`src/rtl/x2050_pkg.sv`:
```
// rtl/x2050_pkg.sv - shared interrupt class codes, old-PSW bases, field widths and FSM encoding
package x2050_pkg;

  localparam int SYSMASK_W = 8;
  localparam int KEY_W     = 4;
  localparam int AMWP_W    = 4;
  localparam int CODE_W    = 16;
  localparam int ILC_W     = 2;
  localparam int CC_W      = 2;
  localparam int PMASK_W   = 4;
  localparam int IC_W      = 24;

  localparam logic [2:0] CLS_EXT = 3'd0;
  localparam logic [2:0] CLS_SVC = 3'd1;
  localparam logic [2:0] CLS_PGM = 3'd2;
  localparam logic [2:0] CLS_MCK = 3'd3;
  localparam logic [2:0] CLS_IO  = 3'd4;

  localparam logic [7:0] BASE_EXT = 8'h18;
  localparam logic [7:0] BASE_SVC = 8'h20;
  localparam logic [7:0] BASE_PGM = 8'h28;
  localparam logic [7:0] BASE_MCK = 8'h30;
  localparam logic [7:0] BASE_IO  = 8'h38;

  typedef enum logic [1:0] {
    ST_IDLE = 2'd0,
    ST_W0   = 2'd1,
    ST_W1   = 2'd2,
    ST_DONE = 2'd3
  } state_t;

  function automatic logic class_valid(input logic [2:0] cls);
    return (cls <= CLS_IO);
  endfunction

  function automatic logic [7:0] class_base(input logic [2:0] cls);
    case (cls)
      CLS_EXT: return BASE_EXT;
      CLS_SVC: return BASE_SVC;
      CLS_PGM: return BASE_PGM;
      CLS_MCK: return BASE_MCK;
      CLS_IO:  return BASE_IO;
      default: return 8'h00;
    endcase
  endfunction

endpackage

```
`src/rtl/x2050_psw_pack.sv`:
```
// rtl/x2050_psw_pack.sv - packs PSW fields into the two 32-bit storage words
module x2050_psw_pack
  import x2050_pkg::*;
(
  input  logic [2:0]           i_class,
  input  logic [SYSMASK_W-1:0] i_sysmask,
  input  logic [KEY_W-1:0]     i_key,
  input  logic [AMWP_W-1:0]    i_amwp,
  input  logic [CODE_W-1:0]    i_int_code,
  input  logic [ILC_W-1:0]     i_ilc,
  input  logic [CC_W-1:0]      i_cc,
  input  logic [PMASK_W-1:0]   i_pmask,
  input  logic [IC_W-1:0]      i_ic,
  output logic [31:0]          o_word0,
  output logic [31:0]          o_word1
);

  logic [ILC_W-1:0] w_ilc;

  // Only SVC and program interrupts report a meaningful instruction length.
  assign w_ilc   = ((i_class == CLS_SVC) || (i_class == CLS_PGM)) ? i_ilc : '0;
  assign o_word0 = {i_sysmask, i_key, i_amwp, i_int_code};
  assign o_word1 = {w_ilc, i_cc, i_pmask, i_ic};

endmodule

```
`src/rtl/x2050_psw_store.sv`:
```
// rtl/x2050_psw_store.sv - old-PSW store sequencer: snapshot PSW, write two words over req/ack
module x2050_psw_store
  import x2050_pkg::*;
#(
  parameter int AW = 24
) (
  input  logic                 i_clk,
  input  logic                 i_reset,
  input  logic                 i_start,
  input  logic [2:0]           i_class,
  input  logic [SYSMASK_W-1:0] i_sysmask,
  input  logic [KEY_W-1:0]     i_key,
  input  logic [AMWP_W-1:0]    i_amwp,
  input  logic [CODE_W-1:0]    i_int_code,
  input  logic [ILC_W-1:0]     i_ilc,
  input  logic [CC_W-1:0]      i_cc,
  input  logic [PMASK_W-1:0]   i_pmask,
  input  logic [IC_W-1:0]      i_ic,
  output logic                 o_req,
  output logic [AW-1:0]        o_addr,
  output logic [31:0]          o_data,
  input  logic                 i_ack,
  output logic                 o_busy,
  output logic                 o_done,
  output logic                 o_err
);

  state_t               r_state;
  state_t               w_state_nxt;
  logic [2:0]           r_class;
  logic [SYSMASK_W-1:0] r_sysmask;
  logic [KEY_W-1:0]     r_key;
  logic [AMWP_W-1:0]    r_amwp;
  logic [CODE_W-1:0]    r_int_code;
  logic [ILC_W-1:0]     r_ilc;
  logic [CC_W-1:0]      r_cc;
  logic [PMASK_W-1:0]   r_pmask;
  logic [IC_W-1:0]      r_ic;
  logic [AW-1:0]        r_base;
  logic                 r_err;
  logic                 w_accept;
  logic                 w_reject;
  logic [31:0]          w_word0;
  logic [31:0]          w_word1;
  logic [AW-1:0]        w_addr1;

  assign w_accept = (r_state == ST_IDLE) && i_start && class_valid(i_class);
  assign w_reject = (r_state == ST_IDLE) && i_start && !class_valid(i_class);
  assign w_addr1  = r_base + AW'(4);

  always_ff @(posedge i_clk) begin
    if (i_reset) begin
      r_state <= ST_IDLE;
    end else begin
      r_state <= w_state_nxt;
    end
  end

  // Snapshot is taken only on an accepted start so later input changes cannot leak in.
  always_ff @(posedge i_clk) begin
    if (i_reset) begin
      r_class    <= '0;
      r_sysmask  <= '0;
      r_key      <= '0;
      r_amwp     <= '0;
      r_int_code <= '0;
      r_ilc      <= '0;
      r_cc       <= '0;
      r_pmask    <= '0;
      r_ic       <= '0;
      r_base     <= '0;
      r_err      <= 1'b0;
    end else begin
      r_err <= w_reject;
      if (w_accept) begin
        r_class    <= i_class;
        r_sysmask  <= i_sysmask;
        r_key      <= i_key;
        r_amwp     <= i_amwp;
        r_int_code <= i_int_code;
        r_ilc      <= i_ilc;
        r_cc       <= i_cc;
        r_pmask    <= i_pmask;
        r_ic       <= i_ic;
        r_base     <= AW'(class_base(i_class));
      end
    end
  end

  always_comb begin
    w_state_nxt = r_state;
    case (r_state)
      ST_IDLE: if (w_accept) w_state_nxt = ST_W0;
      ST_W0:   if (i_ack) w_state_nxt = ST_W1;
      ST_W1:   if (i_ack) w_state_nxt = ST_DONE;
      ST_DONE: w_state_nxt = ST_IDLE;
      default: w_state_nxt = ST_IDLE;
    endcase
  end

  x2050_psw_pack u_pack (
    .i_class    (r_class),
    .i_sysmask  (r_sysmask),
    .i_key      (r_key),
    .i_amwp     (r_amwp),
    .i_int_code (r_int_code),
    .i_ilc      (r_ilc),
    .i_cc       (r_cc),
    .i_pmask    (r_pmask),
    .i_ic       (r_ic),
    .o_word0    (w_word0),
    .o_word1    (w_word1)
  );

  always_comb begin
    o_req  = 1'b0;
    o_addr = '0;
    o_data = '0;
    o_busy = 1'b0;
    o_done = 1'b0;
    case (r_state)
      ST_W0: begin
        o_req  = 1'b1;
        o_addr = r_base;
        o_data = w_word0;
        o_busy = 1'b1;
      end
      ST_W1: begin
        o_req  = 1'b1;
        o_addr = w_addr1;
        o_data = w_word1;
        o_busy = 1'b1;
      end
      ST_DONE: begin
        o_busy = 1'b1;
        o_done = 1'b1;
      end
      default: ;
    endcase
  end

  assign o_err = r_err;

endmodule

```
`config.mk`:
```
export PLATFORM = sky130hd
export DESIGN_NAME = x2050_psw_store
export DESIGN_NICKNAME = d
export VERILOG_FILES = /design/src/rtl/x2050_pkg.sv /design/src/rtl/x2050_psw_pack.sv /design/src/rtl/x2050_psw_store.sv
export SDC_FILE = /design/constraint.sdc
export NUM_CORES = 1
export LEC_CHECK = 0
export ABC_AREA = 0
export CORE_ASPECT_RATIO = 0.6
export CORE_MARGIN = 2
export CORE_UTILIZATION = 26
export CTS_CLUSTER_SIZE = 12
export DETAILED_ROUTE_END_ITERATION = 16
export MAX_ROUTING_LAYER = met4
export PLACE_DENSITY = 0.6
export SLEW_MARGIN = 20
export SYNTH_ARGS = -nofsm -noshare
export SYNTH_HDL_FRONTEND = slang
export SYNTH_SLANG_ARGS = --single-unit
```
`constraint.sdc`:
```
create_clock -name i_clk -period 1.8 [get_ports i_clk]
set_input_delay 0.27 -clock i_clk [delete_from_list [all_inputs] [get_ports i_clk]]
set_output_delay 0.27 -clock i_clk [all_outputs]
set_load 0.1 [all_outputs]
```
==> out/results.ini <==
[yosys]
synth_most_common_cell=dfxtp_1
ys.flop_type=dfxtp_1
async_flop_share_pct=0
synthTopCellsByCount=73 x dfxtp_1, 70 x a21oi_1, 65 x nand3_1
yosys_warnings=0
synth_top_area_share_pct=40.5
yosysUniqueCellTypes=31
netlist_area_sq_um=3610
ys_seq_elements=73
netlist.top_cell.by_area=dfxtp_1
ys_top_cells_by_area=dfxtp_1 40%, a21oi_1 9.7%, nand3_1 9.0%
syn_avg_cell_area_sq_um=8.11
syn_inst=445
synth_edf_count=0
ys_seq_area_share_pct=40.5

[grt]
grt_first_pass_wirelength_mm=18.7
met3_usage_pct=5.09
grt_pass1_vias=3620
use_met2_pct=25.2
antenna_found_initial=0
use_met1_pct=21.7
top_usage_layer=met2
track_usage_pct=16.5
grt-ovfl-total=0
grt_max_degree=67

[outcome]
status=finished with violations
violations=setup timing

[die]
die-height_um=95.3
die_x_um=156
initial_utilization_pct=26.6
die_area_sq_um=14900
coreArea_sq_um=13600
io_pins=131
row_count=33

[placed_design]
place_ws_ns=0.0261
gp_congestion=0.796
port_buffers=110
place.detailed.hpwl_mm=7.93

[cts]
clkTransAtPathRegs_ns=0.06
cts-buffers-inserted=9
numClockSinks=73
cts_tree=built
cts_max_level=3
clkLatencyLatePin_ns=0.33
clockBufferDepth=2
cts_root_buffer=clkbuf_16
hold_buffers=0

[route]
drt-total-wl_mm=11.8
drtAntennaViolNets=0
viasPerCell=4.92
detail_route.first_pass.iterations=5
drt-wirelength-per-cell_um=16.3
vias=3560
drt_iter0_drc=192
drc=0

[timing]
period_share_pct=109
drv_slew=0
setup_slack_ns=-0.163
max_freq_ghz=0.509
rsz0062_at_grt=true
min_period_ns=1.96
hold_slack_ns=0.268
setup_tns_ns=-4.07
hold_viol_final=0
finClkSkew_ns=0.00429
setup_viol=35

[cells_and_area]
nNetsFinal=620
antennaDiodeCount=0
syn_to_final_growth_pct=68.1
fill_cells=1319
regArea_sq_um=1470
multi_input_area_sq_um=2200
drive_gt1_share_pct=28.1

[power]
p_sw_share_pct=39.3
p_comb_share_pct=52.5
p_sw_mw=3.34
p_per_area_nw_per_um2=1400
power_frac_seq_pct=24.3
pwr-share-clk_pct=23.2
leakagePower_nw=2.05
vdd_drop_max_mv=0.848
p_int_mw=5.15

[setup_path]
crit_type=reg2out
cp_max_fo=11
cp.required_ns=1.53
r2r-end=r_int_code[4]
worstPathArrival_ns=1.69
startpoint_type=flop
slowest_stage=dfxtp_4
reg2reg_slack_ns=0.32
crit_chain=inv_6 > ha_4 > buf_8 > nand4b_1 > a21boi_4 > buf_12
reg2reg_from=r_state[0]
cp-end-kind=output port
reg2regPathDepth=6
cpPeakStageDelay_ns=0.37

[hold_path]
min_to=r_state[1]
hold_class=in2reg
worstHoldPathCells=3
min_from=i_reset

[flow_run]
cap_violations=0

==> sequential cells by signal, indices dropped and copies added, names as in the netlist <==
signal / count
r_class: 3
r_cc: 2
r_int_code: 16
r_state: 2
r_pmask: 4
o_err: 1
r_ilc: 2
r_base: 3
r_sysmask: 8
r_key: 4
r_amwp: 4
r_ic: 24
==> placed cells by master, fill, tap and decap left out, types with 4 or more instances in the layout <==
cell	count
clkbuf_16	9
o21ai_1	4
buf_12	47
conb_1	20
a22oi_2	22
dfxtp_1	71
clkdlybuf4s50_1	69
a21oi_1	70
a22oi_1	8
a211oi_1	4
o21ai_0	62
nand3_1	65
buf_4	16
nor2b_4	31
buf_8	4
==> power by group through the flow <==
stage | Sequential (mW) | Clock (mW) | Combinational [mW]
final | 2.06 | 1.97 | 4.46
after global routing | 2.08 | 2.08 | 4.68
after CTS | 2.05 | 2.01 | 4.41
after detailed placement | 2.04 | 0 | 3.86
after global placement | 2.02 | 0 | 3.80
after floorplan | 2.01 | 0 | 2.92
==> stage by stage <==
stage / instances / power [mW] / area [sq um] / util, %
6_report: 724 / 8.49 / 6070 / 44.7
5_1_grt: 724 / 8.85 / 6070 / 44.7
4_1_cts: 724 / 8.47 / 6060 / 44.6
3_3_place_gp: 702 / 5.82 / 5460 / 40.2
2_1_floorplan: 464 / 4.93 / 4000 / -
3_5_place_dp: 702 / 5.89 / 5460 / 40.2
==> cell families (layout without fill, tap and decap cells) <==
family,Yosys count,count (layout),synth area share [%]
AND/OR/NAND/NOR,115,115,17.5
flip-flops,73,73,40.5
multiplexers,1,1,0.277
buffers and inverters,73,158,12.1
other,1,20,0.104
adder cells (fa/ha/maj),5,5,1.73
XOR/XNOR,2,2,0.486
AO/OA/AOI/OAI,175,175,27.3
==> critical path: cells and delay by family (launching register included) <==
family                     cells  cell delay, ns
buffers and inverters          3            0.42
and+or+nand+nor                1            0.17
adders and majority gates      1            0.17
AOI/OAI and AO/OA              1            0.22
DFF                            1            0.37
==> repair_timing <==
action                     CTS  global route
pin swaps                    7             3
buffers inserted             6             1
setup endpoints to repair   35            35
resized for setup           47             3
==> cell type report <==
cell class              count  area share [%]
repair buffers            138            30.1
multi-input cells         318            36.2
clock inverters             4            1.24
well taps                 175            3.61
flip-flops and latches     73            24.2
clock buffers              12            4.23
inverters                   4           0.371
==> metal layers <==
metal / routed length [um] / vias up / part of all wire (%)
li1: - / 1736 / -
met1: 5670 / 1702 / 48
met2: 5260 / 111 / 44
met3: 802 / 11 / 6.8
met4: 89 / 0 / 0.75
met5: 0 / - / 0
==> worst max path at each step <==
stage               start        endpoint  cells after the start
6_report       r_state[0]      o_data[30]                      6
5_1_grt        r_state[0]      o_data[30]                      6
4_1_cts        r_state[0]      o_data[31]                      6
3_5_place_dp   i_class[0]   r_int_code[4]                      5
3_3_place_gp   i_class[0]  r_int_code[10]                      5
2_1_floorplan  r_state[1]       o_data[0]                      4
(Power assumes the default switching activity.)
